File: src/rtl/xpt2046_touch_responder.sv
// rtl/xpt2046_touch_responder.sv - responder model of the XPT2046 touch ADC SPI far end.
// Optional build macro TOUCH_RESP_NOISE_EN adds LFSR jitter to X/Y/Z conversion results.
module xpt2046_touch_responder #(
  parameter int          SYNC_STAGES = 2,
  parameter logic [11:0] TEMP_VALUE  = 12'h3A0,
  parameter logic [11:0] IDLE_VALUE  = 12'h000
) (
  input  logic        clk,
  input  logic        rst,
  input  logic        t_sck,
  input  logic        t_cs,
  input  logic        t_sdi,
  output logic        t_sdo,
  output logic        t_irq,
  input  logic [11:0] x_pos,
  input  logic [11:0] y_pos,
  input  logic [11:0] z1_val,
  input  logic [11:0] z2_val,
  input  logic        pressed,
  output logic [7:0]  last_cmd,
  output logic        frame_done
);

  typedef enum logic [2:0] {S_IDLE, S_HUNT, S_CMD, S_BUSY, S_DATA} state_t;

  state_t                 state_q, state_d;
  logic [SYNC_STAGES-1:0] sck_sync_q, sck_sync_d;
  logic [SYNC_STAGES-1:0] cs_sync_q, cs_sync_d;
  logic [SYNC_STAGES-1:0] sdi_sync_q, sdi_sync_d;
  logic                   sck_prev_q, sck_prev_d;
  logic [4:0]             cnt_q, cnt_d;
  logic [6:0]             cmd_sh_q, cmd_sh_d;
  logic [11:0]            data_sh_q, data_sh_d;
  logic                   mode_q, mode_d;
  logic                   sdo_q, sdo_d;
  logic                   irq_q, irq_d;
  logic [7:0]             last_cmd_q, last_cmd_d;
  logic                   frame_done_q, frame_done_d;

  logic        sck_s, cs_s, sdi_s, sck_rise, sck_fall;
  logic        cmd_accept, final_rise;
  logic [7:0]  new_cmd;
  logic [11:0] chan_val, snap_val;

  assign sck_s      = sck_sync_q[SYNC_STAGES-1];
  assign cs_s       = cs_sync_q[SYNC_STAGES-1];
  assign sdi_s      = sdi_sync_q[SYNC_STAGES-1];
  assign sck_rise   = sck_s & ~sck_prev_q;
  assign sck_fall   = ~sck_s & sck_prev_q;
  assign new_cmd    = {cmd_sh_q, sdi_s};
  assign cmd_accept = ~cs_s & sck_rise & (state_q == S_CMD) & (cnt_q == 5'd7);
  assign final_rise = (cnt_q == (mode_q ? 5'd16 : 5'd20));

  assign sck_sync_d = {sck_sync_q[SYNC_STAGES-2:0], t_sck};
  assign cs_sync_d  = {cs_sync_q[SYNC_STAGES-2:0], t_cs};
  assign sdi_sync_d = {sdi_sync_q[SYNC_STAGES-2:0], t_sdi};
  assign sck_prev_d = sck_s;

  always_comb begin
    chan_val = IDLE_VALUE;
    case (new_cmd[6:4])
      3'b001:         chan_val = y_pos;
      3'b101:         chan_val = x_pos;
      3'b011:         chan_val = z1_val;
      3'b100:         chan_val = z2_val;
      3'b000, 3'b111: chan_val = TEMP_VALUE;
      default:        chan_val = IDLE_VALUE;
    endcase
  end

`ifdef TOUCH_RESP_NOISE_EN
  logic [15:0] lfsr_q, lfsr_d;
  logic        noisy;
  logic [13:0] noisy_sum;

  assign noisy     = new_cmd[6:4] inside {3'b001, 3'b101, 3'b011, 3'b100};
  // Low three LFSR bits taken as a two's-complement offset in -4..+3.
  assign noisy_sum = {2'b00, chan_val} + {{11{lfsr_q[2]}}, lfsr_q[2:0]};

  always_comb begin
    lfsr_d = lfsr_q;
    if (cmd_accept)
      lfsr_d = {lfsr_q[14:0], lfsr_q[15] ^ lfsr_q[13] ^ lfsr_q[12] ^ lfsr_q[10]};
    snap_val = chan_val;
    if (noisy) begin
      if (noisy_sum[13])      snap_val = 12'h000;
      else if (noisy_sum[12]) snap_val = 12'hFFF;
      else                    snap_val = noisy_sum[11:0];
    end
  end

  always_ff @(posedge clk or posedge rst) begin
    if (rst) lfsr_q <= 16'hACE1;
    else     lfsr_q <= lfsr_d;
  end
`else
  assign snap_val = chan_val;
`endif

  always_comb begin
    state_d      = state_q;
    cnt_d        = cnt_q;
    cmd_sh_d     = cmd_sh_q;
    data_sh_d    = data_sh_q;
    mode_d       = mode_q;
    sdo_d        = sdo_q;
    last_cmd_d   = last_cmd_q;
    frame_done_d = 1'b0;
    if (cs_s) begin
      state_d = S_IDLE;
      cnt_d   = 5'd0;
      sdo_d   = 1'b0;
    end else begin
      case (state_q)
        S_IDLE, S_HUNT: begin
          state_d = S_HUNT;
          if (sck_rise && sdi_s) begin
            state_d  = S_CMD;
            cnt_d    = 5'd1;
            cmd_sh_d = 7'd1;
          end
        end
        S_CMD: begin
          if (sck_rise) begin
            cnt_d    = cnt_q + 5'd1;
            cmd_sh_d = {cmd_sh_q[5:0], sdi_s};
            if (cmd_accept) begin
              last_cmd_d = new_cmd;
              mode_d     = new_cmd[3];
              data_sh_d  = snap_val;
              sdo_d      = 1'b0;
              state_d    = S_BUSY;
            end
          end
        end
        S_BUSY: begin
          // Rise 9 is the busy slot; D11 goes out on the fall after it so it is sampled on rise 10.
          sdo_d = 1'b0;
          if (sck_rise) begin
            cnt_d = cnt_q + 5'd1;
          end else if (sck_fall && cnt_q == 5'd9) begin
            sdo_d     = data_sh_q[11];
            data_sh_d = {data_sh_q[10:0], 1'b0};
            state_d   = S_DATA;
          end
        end
        S_DATA: begin
          if (sck_rise) begin
            if (final_rise) begin
              frame_done_d = 1'b1;
              sdo_d        = 1'b0;
              cnt_d        = 5'd0;
              state_d      = S_HUNT;
            end else begin
              cnt_d = cnt_q + 5'd1;
            end
          end else if (sck_fall) begin
            sdo_d     = data_sh_q[11];
            data_sh_d = {data_sh_q[10:0], 1'b0};
          end
        end
        default: state_d = S_IDLE;
      endcase
    end
    irq_d = ~(pressed & ~last_cmd_q[0] & ((state_q == S_IDLE) || (state_q == S_HUNT)));
  end

  always_ff @(posedge clk or posedge rst) begin
    if (rst) begin
      state_q      <= S_IDLE;
      sck_sync_q   <= '0;
      cs_sync_q    <= '1;
      sdi_sync_q   <= '0;
      sck_prev_q   <= 1'b0;
      cnt_q        <= 5'd0;
      cmd_sh_q     <= 7'd0;
      data_sh_q    <= 12'd0;
      mode_q       <= 1'b0;
      sdo_q        <= 1'b0;
      irq_q        <= 1'b1;
      last_cmd_q   <= 8'h00;
      frame_done_q <= 1'b0;
    end else begin
      state_q      <= state_d;
      sck_sync_q   <= sck_sync_d;
      cs_sync_q    <= cs_sync_d;
      sdi_sync_q   <= sdi_sync_d;
      sck_prev_q   <= sck_prev_d;
      cnt_q        <= cnt_d;
      cmd_sh_q     <= cmd_sh_d;
      data_sh_q    <= data_sh_d;
      mode_q       <= mode_d;
      sdo_q        <= sdo_d;
      irq_q        <= irq_d;
      last_cmd_q   <= last_cmd_d;
      frame_done_q <= frame_done_d;
    end
  end

  assign t_sdo      = sdo_q;
  assign t_irq      = irq_q;
  assign last_cmd   = last_cmd_q;
  assign frame_done = frame_done_q;

endmodule
File: config.mk
export PLATFORM = sky130hd
export DESIGN_NAME = xpt2046_touch_responder
export DESIGN_NICKNAME = d
export VERILOG_FILES = /design/src/rtl/xpt2046_touch_responder.sv
export SDC_FILE = /design/constraint.sdc
export NUM_CORES = 1
export LEC_CHECK = 0
export ABC_CLOCK_PERIOD_IN_PS = 3500
export BUFFER_PORTS_ARGS = -buffer_cell sky130_fd_sc_hd__buf_2
export CAP_MARGIN = 40
export CORE_AREA = 2 2 73 75
export DETAILED_ROUTE_END_ITERATION = 10
export DIE_AREA = 0 0 75 77
export MAX_ROUTING_LAYER = met4
export PLACE_DENSITY = 0.79
export REMOVE_ABC_BUFFERS = 1
export SYNTH_ARGS = -nofsm -noshare
export SYNTH_HDL_FRONTEND = slang
export SYNTH_SLANG_ARGS = --single-unit
File: constraint.sdc
create_clock -name clk -period 3.5 [get_ports clk]
set_input_delay 0.875 -clock clk [delete_from_list [all_inputs] [get_ports clk]]
set_output_delay 0.875 -clock clk [all_outputs]
set_load 0.02 [all_outputs]
==> results of run 1 <==
## cell usage after synthesis (5+ instances only)
cell and count:
o31ai_1 5, a21oi_1 9, mux2_2 11, nand3_1 12, o21ai_0 11, nand2_1 33
clkbuf_1 9, inv_1 8, a22o_1 7, o21ai_1 5, mux2_4 9, buf_2 5
nor2_1 13, dfrtp_1 42, nor2b_1 9, a22oi_1 7, a2bb2oi_1 5
## stage by stage
step | std cells | cell area, um2 | util | setup slack [ns]
global placement | 384 | 2970 | 0.597 | 1.18
floorplan | 249 | 2560 | - | 1.42
global route | 392 | 3070 | 0.617 | 0.956
detailed placement | 384 | 2970 | 0.597 | 1.11
finish | 392 | 3070 | 0.617 | 1.09
CTS | 392 | 3070 | 0.617 | 1.09
## area by class of cell
| type | count | area [um2] | share of cell area |
|---|---|---|---|
| well taps | 70 | 87.6 | 0.0285 |
| clock buffers | 6 | 82.6 | 0.0269 |
| inverters | 8 | 30.0 | 0.00978 |
| repair buffers | 65 | 328 | 0.107 |
| clock inverters | 2 | 16.3 | 0.00530 |
| multi-input cells | 196 | 1400 | 0.455 |
| flip-flops and latches | 45 | 1130 | 0.368 |
## logic make-up after synthesis
logic type,count (synthesis),synth area share
compound gates,75,0.198
mux,25,0.117
buf+inv,29,0.0543
simple gates,92,0.191
xor+xnor,1,0.00328
fa+ha+maj,3,0.0141
flops,45,0.423
## worst max path at each step
stage	slack [ns]	endpoint
floorplan	1.42	data_sh_q[10]
global placement	1.18	data_sh_q[10]
global route	0.96	data_sh_q[10]
finish	1.09	data_sh_q[10]
detailed placement	1.11	data_sh_q[10]
CTS	1.09	data_sh_q[10]
## power groups by stage
stage                     Clock [uW]  Combinational (uW)  Sequential [uW]
after floorplan                    0                 320              675
after global placement             0                 417              688
after detailed placement           0                 425              688
final                            336                 423              683
after CTS                        348                 425              681
after global routing             366                 472              697
## flip-flops by register name, summed over array words and instances, names as in the netlist
register	cells
last_cmd	8
state_q	3
sdi_sync_q	2
cnt_q	5
data_sh_q	12
frame_done	1
sck_prev_q	1
sck_sync_q	2
t_irq	1
cmd_sh_q	7
cs_sync_q	2
t_sdo	1
## routing by layer
metal	track usage	routed length, um	vias to the layer above
met5	-	0	-
met4	0.0446	59	0
met3	0.0394	162	6
met2	0.326	2810	38
met1	0.284	2570	1064
li1	-	-	1078
==> reports/results.ini, run 1 <==
[outcome]
status=completed

[grt]
grt_overflow=0
grt_pass1_vias=2128
grt_pass1_wl_mm=9.42
grt_max_degree=28
antenna_found_initial=0
grt_usage=0.209

[min_path]
hold_depth=0
hold_class=reg -> reg
min_from=sck_sync_q[0]
hold_end=sck_sync_q[1]

[power]
worst_ir_drop_vdd_mv=0.426
p_int_uw=957
p_leak_uw=0.00143
clkPwrFrac=0.233
power_density_nw_per_um2=470
pwr-share-comb=0.293
p_total_uw=1440
seqPwrFrac=0.474
power_switching_uw=486
switching_share=0.337

[logic_synthesis]
synth-main-ff-cell=dfrtp_1
synth_top_area_cell=dfrtp_1
synth_top_area_frac=0.393
synthesis.area_um2=2670
seq_area_frac_synth=0.423
async_flop_share=1.00
ys_top_cells_by_area=dfrtp_1 (39%), mux2_4 (5.1%), nand2_1 (4.6%), mux2_2 (4.6%), dfstp_2 (3.0%)
synth_edf_count=0
ys_seq_elements=45
yosys_warnings=0
syn_inst=270
syn_area_per_cell_um2=9.89
yosysUniqueCellTypes=57

[setup_path]
r2r-start=state_q[1]
startpoint=state_q[1]
cp_top_family=simple AND/OR/NAND/NOR gates
timing.critical_path.arrival_ns=2.58
r2r_slack_ns=1.09
crit_chain=nor3b_4, nand3_4, a211o_1, mux2_1
critPathMaxStageDelay_ns=0.56
required_ns=3.67
cp_num_buf_inv=0
crit_path_top_delay_cell=a211o_1
cp_max_fo=12
cp-start-kind=flip-flop
criticalPathCategory=reg -> reg
worst_setup_path_end_kind=flip-flop
ff2ff_path_depth=4
r2r-end=data_sh_q[10]
critical_path_cell_count=4

[floorplan]
die_w_um=75
row_count=26
die_area_um2=5780
io_pins=65
core-area_um2=4980
fp.dieH_um=77
start_util=0.537

[sta]
hold_violations=0
finalCritPeriodShare=0.688
tightest_slew_ns=0.844
fin_crit_ns=2.41
rsz0062_at_grt=false
setup_viol=0
setup_tns_ns=0
max_slew_margin=0.438
slew_violations=0
finClkSkew_ns=0.0105
whs_ns=0.353
clock.fmax_mhz=415

[layout]
nNetsFinal=378
areaGrowthSynthToFinish_pct=14.9
layout-drive-gt1-share=0.335
fillers=413
final_cell_mix=buf_2 (64), dfrtp_1 (42), nand2_1 (33)
diodes=0
layout_commonest_cell=buf_2

[route]
wire_per_inst_um=14.3
wl_mm=5.59
viasPerCell=5.58
vias=2186
firstDrtPassIters=5
drc_errors=0
ant_nets=0
drt_iter0_markers=136

[flow_run]
cap_violations=0

[placement]
gp_congestion=0.915
hpwlAfterDp_mm=4.06
portBuffers=64

[clocking]
cts-root-buf=clkbuf_8
clock_sinks=45
cts_htree_levels=2
hold_buffers=0
cts_made_buffers=5
insertion_delay_ns=0.29
postCtsSetupBuffers=0
cts.clk_slew.worst_paths_ns=0.09
cts_tree=yes
cts_resized=0
clockBufferDepth=2

(Power assumes the default switching activity.)
==> run 2, diff against run 1 <==
--- a/config.mk
+++ b/config.mk
@@ -5,14 +5,15 @@
 export SDC_FILE = /design/constraint.sdc
 export NUM_CORES = 1
 export LEC_CHECK = 0
-export ABC_CLOCK_PERIOD_IN_PS = 3500
+export ABC_AREA = 1
+export ABC_CLOCK_PERIOD_IN_PS = 2300
 export BUFFER_PORTS_ARGS = -buffer_cell sky130_fd_sc_hd__buf_2
 export CAP_MARGIN = 40
-export CORE_AREA = 2 2 73 75
+export CORE_AREA = 2 2 74 76
 export DETAILED_ROUTE_END_ITERATION = 10
-export DIE_AREA = 0 0 75 77
+export DIE_AREA = 0 0 76 78
 export MAX_ROUTING_LAYER = met4
-export PLACE_DENSITY = 0.79
+export PLACE_DENSITY = 0.78
 export REMOVE_ABC_BUFFERS = 1
 export SYNTH_ARGS = -nofsm -noshare
 export SYNTH_HDL_FRONTEND = slang
==> constraint.sdc (replaced) <==
create_clock -name clk -period 2.3 [get_ports clk]
set_input_delay 0.575 -clock clk [delete_from_list [all_inputs] [get_ports clk]]
set_output_delay 0.575 -clock clk [all_outputs]
set_load 0.02 [all_outputs]
==> reports/results.ini, run 2 <==
[sta]
tightest_slew_ns=0.513
finalCritPeriodShare=0.762
clock.fmax_mhz=571
rsz0062_at_grt=false
setup_tns_ns=0
slew_violations=0
finClkSkew_ns=0.00673
setup_viol=0
fin_crit_ns=1.75
hold_violations=0
max_slew_margin=0.656

[route]
viasPerCell=5.08
vias=2578
wire_per_inst_um=12.1
firstDrtPassIters=5
drc_errors=0
drt_iter0_markers=130
ant_nets=0
wl_mm=6.16

[clocking]
cts_htree_levels=2
postCtsSetupBuffers=0
cts_resized=0
cts_tree=yes
clockBufferDepth=2
cts-root-buf=clkbuf_8
hold_buffers=0
clock_sinks=45
cts_made_buffers=5
insertion_delay_ns=0.29
cts.clk_slew.worst_paths_ns=0.09

[flow_run]
cap_violations=0

[grt]
grt_usage=0.220
grt_pass1_wl_mm=10.5
grt_overflow=0
grt_pass1_vias=2331
grt_max_degree=33
antenna_found_initial=0

[logic_synthesis]
synth_fa_ha_area_frac=0.0138
yosysUniqueCellTypes=31
synth-compound-area-share=0.0981
synth_top_family_by_area=simple AND/OR/NAND/NOR gates
muxShareOfSynthArea=0.00829
synth_common_cells=nand2_1 (146), dfrtp_1 (42), inv_1 (25), nand3_1 (25), o21ai_0 (24)
synthesis.area_um2=2720
async_flop_share=1.00
synth_edf_count=0
synthSimpleGateAreaFrac=0.372
synth_top_area_cell=dfrtp_1
synth_most_common_cell=nand2_1
seq_area_frac_synth=0.416
syn_inst=377
yosys_warnings=0
ys_seq_elements=45
synth-xor-area-share=0.00645
syn_area_per_cell_um2=7.21
synth_top_area_frac=0.387
synth-main-ff-cell=dfrtp_1
ys_top_cells_by_area=dfrtp_1 (39%), nand2_1 (20%), nand3_1 (4.6%), o21ai_0 (4.4%), nand2_2 (3.7%)

[power]
clkPwrFrac=0.280
pwr-share-comb=0.301
seqPwrFrac=0.419
worst_ir_drop_vdd_mv=0.498
switching_share=0.359
p_leak_uw=0.00166
power_density_nw_per_um2=807
p_int_uw=1650
power_switching_uw=925

[setup_path]
cp-start-kind=flip-flop
worst_setup_path_end_kind=flip-flop
r2r-start=cnt_q[0]
ff2ff_path_depth=10
cp_top_family=simple AND/OR/NAND/NOR gates
critPathMaxStageDelay_ns=0.40
crit_path_top_delay_cell=dfrtp_1
cp_max_fo=12
cp_num_buf_inv=1
r2r_slack_ns=0.55
criticalPathCategory=reg -> reg
crit_chain=ha_1, nand2_1, nor3_2, nand2_1, nand2_2, nand2_4, inv_2, nand2_2, nand2_2, nand2_1
required_ns=2.48
timing.critical_path.arrival_ns=1.94
r2r-end=data_sh_q[6]

[outcome]
status=completed

[layout]
final_util=0.634
layout_commonest_cell=nand2_1
nNetsFinal=493
layout-drive-gt1-share=0.275
areaGrowthSynthToFinish_pct=17.7
fillers=472
diodes=0
top_register=data_sh_q
final_cell_mix=nand2_1 (146), buf_2 (64), dfrtp_1 (42)
largest_register_ffs=12

[placement]
portBuffers=64
hpwlAfterDp_mm=4.66
gp_congestion=0.900

[floorplan]
core-area_um2=5040
die_area_um2=5930
row_count=26
die_w_um=76
start_util=0.539
io_pins=65
fp.dieH_um=78

[min_path]
hold_class=in -> async

run 2: changes by cell type after synthesis, sizes merged, moves of 5 or more:
cell,previous run,this run
clkbuf,9,4
nor2b,9,0
mux2,22,2
a22o,7,0
a22oi,7,0
o21ai,17,37
nand3,13,28
inv,8,35
nand2,33,164
a2bb2oi,5,0
o31ai,5,0
nor2,14,20
nand4,0,9
run 2: how the worst max path moves through the flow:
stage | slack, ns | startpoint | to | cells after the start
6_report | 0.55 | cnt_q[0] | data_sh_q[6] | 10
5_1_grt | 0.37 | cmd_sh_q[4] | data_sh_q[4] | 9
4_1_cts | 0.53 | state_q[0] | data_sh_q[6] | 9
3_5_place_dp | 0.56 | state_q[0] | data_sh_q[9] | 9
3_3_place_gp | 0.61 | state_q[2] | last_cmd[2] | 5
2_1_floorplan | 0.67 | rst | cmd_sh_q[0] | 1
run 2: area by class of cell:
cell class,count,area [um2],area share
flip-flops and latches,45,1130,0.353
inverters,35,131,0.0411
repair buffers,67,355,0.111
clock inverters,3,68.8,0.0215
multi-input cells,282,1360,0.424
well taps,70,87.6,0.0274
clock buffers,5,68.8,0.0215
run 2: metrics by stage:
stage,instance area [um2],hold slack [ns],worst slack (ns),power (uW),std cells
3_5_place_dp,3060,0.343,0.563,1860,499
2_1_floorplan,2620,0.331,0.671,1650,362
3_3_place_gp,3060,0.335,0.611,1840,499
6_report,3200,0.232,0.548,2580,507
4_1_cts,3200,0.240,0.533,2590,507
5_1_grt,3200,0.268,0.365,2760,507
run 2: cell families (layout without fill, tap and decap cells):
logic type | Yosys count | count (layout)
flops | 45 | 45
xor+xnor | 2 | 2
compound gates | 49 | 49
fa+ha+maj | 3 | 3
simple gates | 226 | 226
mux | 2 | 2
buf+inv | 50 | 110
run 2: worst register-to-register path: cells and delay by family (launching register included):
family	cells	cell delay, ns
buffers and inverters	1	0.06
and+or+nand+nor	8	0.97
DFF	1	0.40
adders and majority gates	1	0.21
run 2: layer usage:
metal	routed length (um)	part of all wire	track usage
met5	0	0	-
met2	2870	0.47	0.341
met1	2940	0.48	0.309
met4	37	0.0060	0.0491
met3	314	0.051	0.0349
run 2: power by group through the flow:
stage | registers, uW | clock network, uW | logic, uW
finish | 1080 | 722 | 777
global route | 1100 | 770 | 885
CTS | 1080 | 733 | 779
detailed placement | 1090 | 0 | 773
global placement | 1090 | 0 | 748
floorplan | 1070 | 0 | 580
==> run 3, diff against run 2 <==
==> config.mk (replaced) <==
export PLATFORM = sky130hd
export DESIGN_NAME = xpt2046_touch_responder
export DESIGN_NICKNAME = d
export VERILOG_FILES = /design/src/rtl/xpt2046_touch_responder.sv
export SDC_FILE = /design/constraint.sdc
export NUM_CORES = 1
export LEC_CHECK = 0
export ABC_AREA = 0
export ABC_CLOCK_PERIOD_IN_PS = 1600
export BUFFER_PORTS_ARGS = -buffer_cell sky130_fd_sc_hd__buf_2
export CAP_MARGIN = 40
export CORE_AREA = 2 2 78 80
export DETAILED_ROUTE_END_ITERATION = 10
export DIE_AREA = 0 0 80 82
export MAX_ROUTING_LAYER = met4
export PLACE_DENSITY = 0.73
export REMOVE_ABC_BUFFERS = 1
export SYNTH_ARGS = -nofsm -noshare
export SYNTH_HDL_FRONTEND = slang
export SYNTH_SLANG_ARGS = --single-unit
==> constraint.sdc (replaced) <==
create_clock -name clk -period 1.6 [get_ports clk]
set_input_delay 0.4 -clock clk [delete_from_list [all_inputs] [get_ports clk]]
set_output_delay 0.4 -clock clk [all_outputs]
set_load 0.02 [all_outputs]
==> reports/results.ini, run 3 (same netlist as run 1, synthesis figures left out) <==
[outcome]
status=finished, violations left
failed_checks=negative setup slack

[route]
wire_per_inst_um=15.7
met1_length_mm=3.15
firstDrtPassIters=4
wl_met3_um=262
drc_errors=0
top_layer=met4
drt_iter0_markers=188
wl_met2_mm=3.70
vias=2476
viasPerCell=5.43
ant_nets=0
wl_mm=7.18

[floorplan]
die_w_um=80
io_pins=65
fp.dieH_um=82
die_area_um2=6560
start_util=0.465
row_count=28
core-area_um2=5750

[placement]
portBuffers=64
hpwlAfterDp_mm=4.81
dp.cells=442
gp_congestion=0.907

[setup_path]
cp_top_family=simple AND/OR/NAND/NOR gates
worst_setup_path_end_kind=flip-flop
cp_num_buf_inv=1
critPathMaxStageDelay_ns=0.43
crit_path_top_delay_cell=dfrtp_1
cp-start-kind=flip-flop
criticalPathCategory=reg -> reg
required_ns=1.79
r2r_slack_ns=-0.32
cp_max_fo=6
timing.critical_path.arrival_ns=2.12
crit_chain=buf_4, xor2_2, nand4b_1, nor4b_2, o21ai_1, a221oi_2

[grt]
grt_usage=0.217
grt_pass1_vias=2266
antenna_found_initial=0
grt_pass1_wl_mm=10.7
grt_overflow=0
grt_max_degree=25

[power]
p_leak_uw=0.00177
power_density_nw_per_um2=997
worst_ir_drop_vdd_mv=0.605

[clocking]
cts-root-buf=clkbuf_8
cts_htree_levels=2
cts.clk_slew.worst_paths_ns=0.08
clock_sinks=45
clockBufferDepth=2
cts_made_buffers=5
insertion_delay_ns=0.30
cts_tree=yes

[sta]
setup_tns_ns=-4.89
tightest_slew_ns=0.557
fin_crit_ns=1.92
slew_violations=0
max_slew_margin=0.628
setup_ws_ns=-0.325
finClkSkew_ns=0.00436
whs_ns=0.108
hold_violations=0
finalCritPeriodShare=1.20
rsz0062_at_grt=true
setup_viol=21
clock.fmax_mhz=520

[layout]
fillers=447
largest_register_ffs=12
areaGrowthSynthToFinish_pct=40.6
final_cell_mix=buf_2 (64), buf_4 (53), dfrtp_1 (37)
layout_commonest_cell=buf_2
top_register=data_sh_q
nNetsFinal=437
fin_cells=456
layout-drive-gt1-share=0.533
diodes=0
final_util=0.654

[flow_run]
cap_violations=0

[min_path]
hold_class=in -> async

## run 3: per-layer routing
layer / vias to the layer above / track usage
met3: 7 / 0.0330
met5: - / -
li1: 1196 / -
met1: 1201 / 0.294
met4: 0 / 0.0525
met2: 72 / 0.345
## run 3: power breakdown
group	switching, uW	internal [uW]
combinational	781	793
clock	393	302
sequential	166	1310
total	1340	2400
## run 3: worst paths after layout
check / depth (start not counted) / from / endpoint
hold / removal: 2 / rst / last_cmd[2]
max in group asynchronous: 3 / rst / cmd_sh_q[3]
hold reg to reg: 0 / sdi_sync_q[0] / sdi_sync_q[1]
min in group clk: 1 / t_cs / cs_sync_q[0]
setup / recovery: 6 / cnt_q[2] / state_q[0]
setup reg to reg: 6 / cnt_q[2] / state_q[0]
## run 3: timing repair
action | 4_1_cts | 5_1_grt
endpoints found under the setup margin | 27 | 30
buffers inserted | 5 | 4
gates cloned | 0 | 1
hold buffers | 0 | 0
pin swaps | 17 | 14
gates resized for setup | 24 | 30
## run 3: per-stage QoR
step / instance area (um2) / power (uW) / setup slack [ns]
after floorplan: 2560 / 2180 / -0.476
after global placement: 3400 / 2720 / -0.244
after detailed placement: 3400 / 2750 / -0.318
after CTS: 3600 / 3580 / -0.302
after global routing: 3750 / 3940 / -0.368
final: 3750 / 3740 / -0.325
## run 3: layout make-up
type / instances / area, um2 / area share
clock buffers: 5 / 68.8 / 0.0183
clock inverters: 3 / 17.5 / 0.00467
inverters: 8 / 32.5 / 0.00866
multi-input cells: 196 / 1580 / 0.420
flip-flops and latches: 45 / 1140 / 0.303
well taps: 75 / 93.8 / 0.0250
repair buffers: 124 / 828 / 0.221
